[config.mk]
export PLATFORM = sky130hd
export DESIGN_NAME = axi_crossbar_addr_pipe
export DESIGN_NICKNAME = d
export VERILOG_FILES = /design/src/rtl/axi_crossbar_addr_pipe.sv
export SDC_FILE = /design/constraint.sdc
export NUM_CORES = 1
export LEC_CHECK = 0
export CAP_MARGIN = 25
export CORE_ASPECT_RATIO = 1.75
export CORE_MARGIN = 8
export CORE_UTILIZATION = 64
export CTS_CLUSTER_DIAMETER = 60
export DETAILED_ROUTE_END_ITERATION = 6
export DONT_BUFFER_PORTS = 1
export PLACE_DENSITY = 0.78
export REMOVE_ABC_BUFFERS = 1
export SLEW_MARGIN = 20
export SYNTH_ARGS = -nofsm -noshare
export SYNTH_HDL_FRONTEND = slang
export SYNTH_SLANG_ARGS = --single-unit
[constraint.sdc]
create_clock -name clk -period 4.95 [get_ports clk]
set_clock_uncertainty 0.1 [all_clocks]
set_input_delay 0.99 -clock clk [delete_from_list [all_inputs] [get_ports clk]]
set_output_delay 0.99 -clock clk [all_outputs]
set_load 0.01 [all_outputs]
[src/rtl/axi_crossbar_addr_pipe.sv]
// axi_crossbar_addr_pipe: per-slave AXI address decode, admission
// control and ID-thread tracking in front of the AW/AR arbiter.
module axi_crossbar_addr_pipe #(
  parameter int S          = 0,
  parameter int S_COUNT    = 4,
  parameter int M_COUNT    = 4,
  parameter int ADDR_WIDTH = 32,
  parameter int ID_WIDTH   = 8,
  parameter int S_THREADS  = 2,
  parameter int S_ACCEPT   = 16,
  parameter int M_REGIONS  = 1,
  parameter logic [M_COUNT*M_REGIONS*ADDR_WIDTH-1:0] M_BASE_ADDR = '0,
  parameter logic [M_COUNT*M_REGIONS*32-1:0] M_ADDR_WIDTH =
    {M_COUNT{{M_REGIONS{32'd24}}}},
  parameter logic [M_COUNT*S_COUNT-1:0] M_CONNECT = '1,
  parameter logic [M_COUNT-1:0] M_SECURE = '0,
  parameter logic [M_COUNT*32-1:0] M_ISSUE = '0,
  parameter bit WC_OUTPUT = 1'b0,
  localparam int SW = (M_COUNT > 1) ? $clog2(M_COUNT) : 1,
  localparam int CW = $clog2(S_ACCEPT + 1)
) (
  input  logic                  clk,
  input  logic                  rst,
  input  logic [ID_WIDTH-1:0]   s_axi_aid,
  input  logic [ADDR_WIDTH-1:0] s_axi_aaddr,
  input  logic [2:0]            s_axi_aprot,
  input  logic [3:0]            s_axi_aqos,
  input  logic                  s_axi_avalid,
  output logic                  s_axi_aready,
  output logic [3:0]            m_axi_aregion,
  output logic [SW-1:0]         m_select,
  output logic                  m_axi_avalid,
  input  logic                  m_axi_aready,
  output logic [SW-1:0]         m_wc_select,
  output logic                  m_wc_decerr,
  output logic                  m_wc_valid,
  input  logic                  m_wc_ready,
  output logic                  m_rc_decerr,
  output logic                  m_rc_valid,
  input  logic                  m_rc_ready,
  input  logic [ID_WIDTH-1:0]   s_cpl_id,
  input  logic                  s_cpl_valid,
  output logic [M_COUNT*CW-1:0] m_outstanding,
  output logic                  cpl_orphan
);

  localparam int NR  = M_COUNT * M_REGIONS;
  localparam int TR  = (S_THREADS < S_ACCEPT) ? S_THREADS : S_ACCEPT;
  localparam int TN  = (TR < 1) ? 1 : TR;
  localparam int TIW = (TN > 1) ? $clog2(TN) : 1;

  function automatic int rw(int k);
    return int'(M_ADDR_WIDTH[k*32 +: 32]);
  endfunction

  // Auto-packing places each enabled region at the next boundary
  // aligned to its own size.
  function automatic logic [63:0] rbase(int k);
    logic [63:0] off;
    logic [63:0] res;
    int w;
    off = '0;
    res = '0;
    if (M_BASE_ADDR != '0) begin
      res = 64'(M_BASE_ADDR[k*ADDR_WIDTH +: ADDR_WIDTH]);
    end else begin
      for (int n = 0; n <= k; n++) begin
        w = rw(n);
        if (w != 0) begin
          off = (off + (64'd1 << w) - 64'd1) &
                ~((64'd1 << w) - 64'd1);
          if (n == k) res = off;
          off = off + (64'd1 << w);
        end
      end
    end
    return res;
  endfunction

  function automatic bit cfg_ok();
    bit ok;
    int wa;
    int wb;
    int wm;
    ok = 1'b1;
    for (int a = 0; a < NR; a++) begin
      wa = rw(a);
      if (wa != 0) begin
        if (wa < 12 || wa > ADDR_WIDTH) begin
          ok = 1'b0;
        end else begin
          if ((rbase(a) & ((64'd1 << wa) - 64'd1)) != '0) ok = 1'b0;
          for (int b = a + 1; b < NR; b++) begin
            wb = rw(b);
            if (wb >= 12 && wb <= ADDR_WIDTH) begin
              wm = (wa > wb) ? wa : wb;
              if ((rbase(a) >> wm) == (rbase(b) >> wm)) ok = 1'b0;
            end
          end
        end
      end
    end
    return ok;
  endfunction

  if (!cfg_ok()) begin : g_map_err
    $error("axi_crossbar_addr_pipe: illegal region map");
  end
  if (S_ACCEPT < 1 || S_THREADS < 1) begin : g_cnt_err
    $error("axi_crossbar_addr_pipe: S_ACCEPT/S_THREADS < 1");
  end

  logic [NR-1:0]       w_rhit;
  logic                w_hit;
  logic [SW-1:0]       w_sel;
  logic [3:0]          w_reg;
  logic                w_idm, w_fre, w_cpm, w_cpl;
  logic [TIW-1:0]      w_idi, w_fri, w_cpi, w_alloc;
  logic [CW-1:0]       w_tot, w_cnt;
  logic [31:0]         w_cap;
  logic                w_adm, w_free, w_start, w_thr_ok, w_cap_ok;
  logic                w_unused;

  logic                r_av, r_wv, r_rv, r_dec, r_orph;
  logic [SW-1:0]       r_sel;
  logic [3:0]          r_reg;
  logic [CW-1:0]       r_total;
  logic [CW-1:0]       r_out [M_COUNT];
  logic [ID_WIDTH-1:0] r_t_id [TN];
  logic [SW-1:0]       r_t_sel [TN];
  logic [3:0]          r_t_reg [TN];
  logic [CW-1:0]       r_t_cnt [TN];

  for (genvar k = 0; k < NR; k++) begin : g_reg
    localparam int W = rw(k);
    if (W == 0) begin : g_off
      assign w_rhit[k] = 1'b0;
    end else begin : g_on
      localparam int MI = k / M_REGIONS;
      localparam logic [63:0] B = rbase(k);
      assign w_rhit[k] =
        (!M_SECURE[MI] || !s_axi_aprot[1]) &&
        M_CONNECT[S + MI*S_COUNT] &&
        ((64'(s_axi_aaddr) >> W) == (B >> W));
    end
  end

  always_comb begin
    w_hit = 1'b0;
    w_sel = '0;
    w_reg = '0;
    for (int k = NR - 1; k >= 0; k--) begin
      if (w_rhit[k]) begin
        w_hit = 1'b1;
        w_sel = SW'(k / M_REGIONS);
        w_reg = 4'(k % M_REGIONS);
      end
    end
  end

  always_comb begin
    w_idm = 1'b0;
    w_idi = '0;
    w_fre = 1'b0;
    w_fri = '0;
    w_cpm = 1'b0;
    w_cpi = '0;
    for (int t = TN - 1; t >= 0; t--) begin
      if (r_t_cnt[t] != '0) begin
        if (r_t_id[t] == s_axi_aid) begin
          w_idm = 1'b1;
          w_idi = TIW'(t);
        end
        if (r_t_id[t] == s_cpl_id) begin
          w_cpm = 1'b1;
          w_cpi = TIW'(t);
        end
      end else begin
        w_fre = 1'b1;
        w_fri = TIW'(t);
      end
    end
  end

  always_comb begin
    w_cnt = '0;
    w_cap = '0;
    for (int m = 0; m < M_COUNT; m++) begin
      if (SW'(m) == w_sel) begin
        w_cnt = r_out[m];
        w_cap = M_ISSUE[m*32 +: 32];
      end
    end
  end

  // A completion in the same cycle frees its slot for a new start.
  assign w_cpl    = s_cpl_valid & w_cpm;
  assign w_tot    = r_total - CW'(w_cpl);
  assign w_cap_ok = (w_cap == '0) ||
    (32'(w_cnt - CW'(w_cpl && r_t_sel[w_cpi] == w_sel)) < w_cap);
  assign w_thr_ok = w_idm ?
    (r_t_sel[w_idi] == w_sel && r_t_reg[w_idi] == w_reg) : w_fre;
  assign w_adm    = w_hit && (w_tot < CW'(S_ACCEPT)) &&
                    w_cap_ok && w_thr_ok;
  assign w_free   = (!r_av || m_axi_aready) &&
                    (!r_wv || m_wc_ready || !WC_OUTPUT) &&
                    (!r_rv || m_rc_ready);
  assign s_axi_aready = !rst && s_axi_avalid && w_free &&
                        (!w_hit || w_adm);
  assign w_start  = s_axi_aready && w_hit;
  assign w_alloc  = w_idm ? w_idi : w_fri;
  assign w_unused = ^{s_axi_aqos, s_axi_aprot[2], s_axi_aprot[0]};

  always_ff @(posedge clk) begin
    if (rst) begin
      r_av    <= 1'b0;
      r_wv    <= 1'b0;
      r_rv    <= 1'b0;
      r_dec   <= 1'b0;
      r_orph  <= 1'b0;
      r_sel   <= '0;
      r_reg   <= '0;
      r_total <= '0;
      for (int m = 0; m < M_COUNT; m++) r_out[m] <= '0;
      for (int t = 0; t < TN; t++) begin
        r_t_id[t]  <= '0;
        r_t_sel[t] <= '0;
        r_t_reg[t] <= '0;
        r_t_cnt[t] <= '0;
      end
    end else begin
      if (s_axi_aready) begin
        r_av  <= w_hit;
        r_wv  <= WC_OUTPUT;
        r_rv  <= !w_hit;
        r_dec <= !w_hit;
        r_sel <= w_sel;
        r_reg <= w_reg;
      end else begin
        if (m_axi_aready) r_av <= 1'b0;
        if (m_wc_ready)   r_wv <= 1'b0;
        if (m_rc_ready)   r_rv <= 1'b0;
      end
      r_orph  <= s_cpl_valid && !w_cpm;
      r_total <= r_total + CW'(w_start) - CW'(w_cpl);
      for (int m = 0; m < M_COUNT; m++) begin
        r_out[m] <= r_out[m]
          + CW'(w_start && w_sel == SW'(m))
          - CW'(w_cpl && r_t_sel[w_cpi] == SW'(m));
      end
      for (int t = 0; t < TN; t++) begin
        r_t_cnt[t] <= r_t_cnt[t]
          + CW'(w_start && w_alloc == TIW'(t))
          - CW'(w_cpl && w_cpi == TIW'(t));
        if (w_start && w_alloc == TIW'(t)) begin
          r_t_id[t]  <= s_axi_aid;
          r_t_sel[t] <= w_sel;
          r_t_reg[t] <= w_reg;
        end
      end
    end
  end

  for (genvar m = 0; m < M_COUNT; m++) begin : g_out
    assign m_outstanding[m*CW +: CW] = r_out[m];
  end

  assign m_axi_avalid  = r_av;
  assign m_wc_valid    = r_wv;
  assign m_rc_valid    = r_rv;
  assign m_wc_decerr   = r_dec;
  assign m_rc_decerr   = r_dec;
  assign m_select      = r_sel;
  assign m_wc_select   = r_sel;
  assign m_axi_aregion = r_reg;
  assign cpl_orphan    = r_orph;

endmodule

==> flow_summary.toml <==
[layout]
fill_cells = 475
syn_to_final_growth_pct = 7.52
multiInputGateArea_sq_um = 2180
fin_nets = 524
n_antenna_cell = 0
drive_gt1_frac = 0.0879
seqCellArea_sq_um = 1420

[grt]
gr-total-overflow = 0
grt_pass1_wl_microns = 13000
grt_pass1_vias = 2856
grt_max_degree = 44
grt_usage = 0.189
antenna_found_initial = 0

[cts]
clkSinkCount = 61
clk_latency_ps = 350
clk_pin_slew_ps = 60
cts_root_buf = "clkbuf_8"
numCtsBuffers = 9
cts_tree = "yes"
post_cts_buffers = 0
holdBufCountCts = 0
cts_resized = 0
clockBufferDepth = 2
h-tree-depth = 3

[worst_setup_path]
max_stage_delay_ps = 400
ff2ff_path_depth = 26
cpMostUsedCell = "inv_1"
endpoint_kind = "flip-flop"
cp-start-kind = "primary input"
crit_cells = 24
crit_type = "primary input to flip-flop"
critPathTopFamily = "simple AND/OR/NAND/NOR gates"
path_buf_inv = 5
critPathRequiredTime_ps = 5090
arrival_ps = 4790
path_cells = "xnor2_1 -> nand4_1 -> nor3_1 -> or2_2 -> nand2_1 -> inv_1 -> ha_1 -> nand2_1 -> o21ai_0 -> and3_1 -> o21ai_0 -> nor3b_1 -> inv_1 -> buf_4 -> nand3_2 -> nor3b_1 -> ha_1 -> inv_1 -> fa_1 -> inv_1 -> a21o_1 -> a21oi_1 -> xnor2_1 -> nor2_1"
cpMaxStageDelayCell = "nor3b_1"
crit_fanout = 5

[detailed_routing]
antenna_left = 0
drc = 0
via_count = 2733
avgRoutedWirePerCell_microns = 15.4
drt-pass1-iter-count = 4
wl_microns = 7690
viasPerCell = 5.48
drt_iter0_drc = 79

[timing]
post-route-period-util = 0.939
rsz0062_at_grt = "false"
hold_viol_final = 0
holdWs_ps = 476
fmax_ghz = 0.215
slew_violations = 0
period_minus_slack_ps = 4650
finalSetupTns_ps = 0
setup_viol = 0

[yosys]
ys_types = 52
avgSynthCellArea_sq_um = 9.57
synthFlopType = "dfxtp_1"
ys_seq_area_frac = 0.365
netlist.area_leader.share = 0.211
ys_ff_latch = 61
synth_most_common_cell = "inv_1"
synth_warnings = 0
synth-edff-count = 20
yosysTopAreaCell = "dfxtp_1"
synthTopCellsByCount = "inv_1, dfxtp_1, ha_1, nor2_1, xnor2_1"
synthCells = 407
synth_area_sq_um = 3890
netlist_top_cells_area = "dfxtp_1, edfxtp_1, ha_1"
async_reset_ff_frac = 0

[floorplan]
rows = 37
die_area_sq_um = 8940
placeableCoreArea_sq_um = 5880
ioPinCount = 97
die_height_microns = 119
die_w_microns = 75.0
start_util = 0.662

[pwr]
p_per_area_nw_per_um2 = 252
p_sw_frac = 0.216
combPwrFrac = 0.046
p_switching_uw = 228
p_clk_frac = 0.450
pwr-share-seq = 0.504
p_leak_uw = 0.00170
ir_drop_mv = 0.210
intPower_uw = 826

[placed_design]
dp_hpwl_microns = 6020
portBuffers = 0
gp_congestion = 0.879

[worst_hold_path]
hold_depth = 3
hold_class = "flip-flop to flip-flop"

[run_status]
outcome = "completed"

[run]
cap_violations = 0
## cell type report
cell class,instances,area share
clock inverter,6,0.0188
inverter,57,0.0511
tap,78,0.0233
multi-input combinational,278,0.521
clock buffer,10,0.0305
sequential,61,0.339
timing repair buffer,9,0.0161
## registers in the layout, indices dropped and copies added (netlist names), 2 cells and up
register,count
r_t_sel,4
r_t_id,16
r_total,5
r_out,20
r_t_cnt,10
m_select,2
## logic make-up (layout without fill, tap and decap cells)
family / after synthesis / count (layout) / synth area share
compound gates: 55 / 55 / 0.0928
xor+xnor: 57 / 57 / 0.128
fa+ha+maj: 46 / 46 / 0.161
buf+inv: 72 / 82 / 0.0790
flops: 61 / 61 / 0.365
other cells: 1 / 5 / 0.000963
simple gates: 115 / 115 / 0.173
## power groups by stage
stage	Combinational (uW)	Sequential, uW	Clock, uW
2_1_floorplan	38.5	541	0
3_3_place_gp	47.5	542	0
3_5_place_dp	48.2	543	0
4_1_cts	48.7	531	483
5_1_grt	52.5	532	502
6_report	48.5	532	474
## worst paths after layout
check / slack, ps / startpoint / end
setup / recovery: 300 / s_cpl_id[0] / r_out[0][14]$_SDFF_PP0_
hold / removal: 480 / r_total[3]$_SDFF_PP0_ / r_total[4]$_SDFF_PP0_
setup reg to reg: 360 / r_t_cnt[0][8]$_SDFF_PP0_ / r_out[0][14]$_SDFF_PP0_
hold reg to reg: 480 / r_total[3]$_SDFF_PP0_ / r_total[4]$_SDFF_PP0_
## cells in the final DEF (no fill, tap or decap), drive strengths merged, types with 9 or more instances in the layout
cell type / n
nor2: 37
nor2b: 11
dfxtp: 41
ha: 39
edfxtp: 20
a21o: 13
xor2: 24
buf: 9
and2: 11
nand2: 10
xnor2: 33
a21oi: 26
clkbuf: 10
inv: 57
## metal layers
layer	wire length [microns]	part of all wire	up-vias	track usage
li1	-	-	1357	-
met1	2830	0.37	1307	0.178
met2	4280	0.56	53	0.343
met3	382	0.050	16	0.0546
met4	202	0.026	0	0.102
met5	0	0	-	0
## through the flow
step / area, sq um / std cells / utilization / total power (uW) / setup slack (ps)
4_1_cts: 4190 / 499 / 0.712 / 1060 / 325
5_1_grt: 4190 / 499 / 0.712 / 1090 / 64.0
6_report: 4190 / 499 / 0.712 / 1050 / 300
3_3_place_gp: 3980 / 483 / 0.677 / 590 / 128
3_5_place_dp: 3980 / 483 / 0.677 / 591 / 34.8
2_1_floorplan: 3820 / 396 / - / 579 / 631
## tightest hold or removal path: stages, from the launching register on
cell     delay, ps
dfxtp_1        340
xor2_1          70
o21ai_0         70
a21oi_1         60
Note: power is estimated with default switching activity, not from simulation.
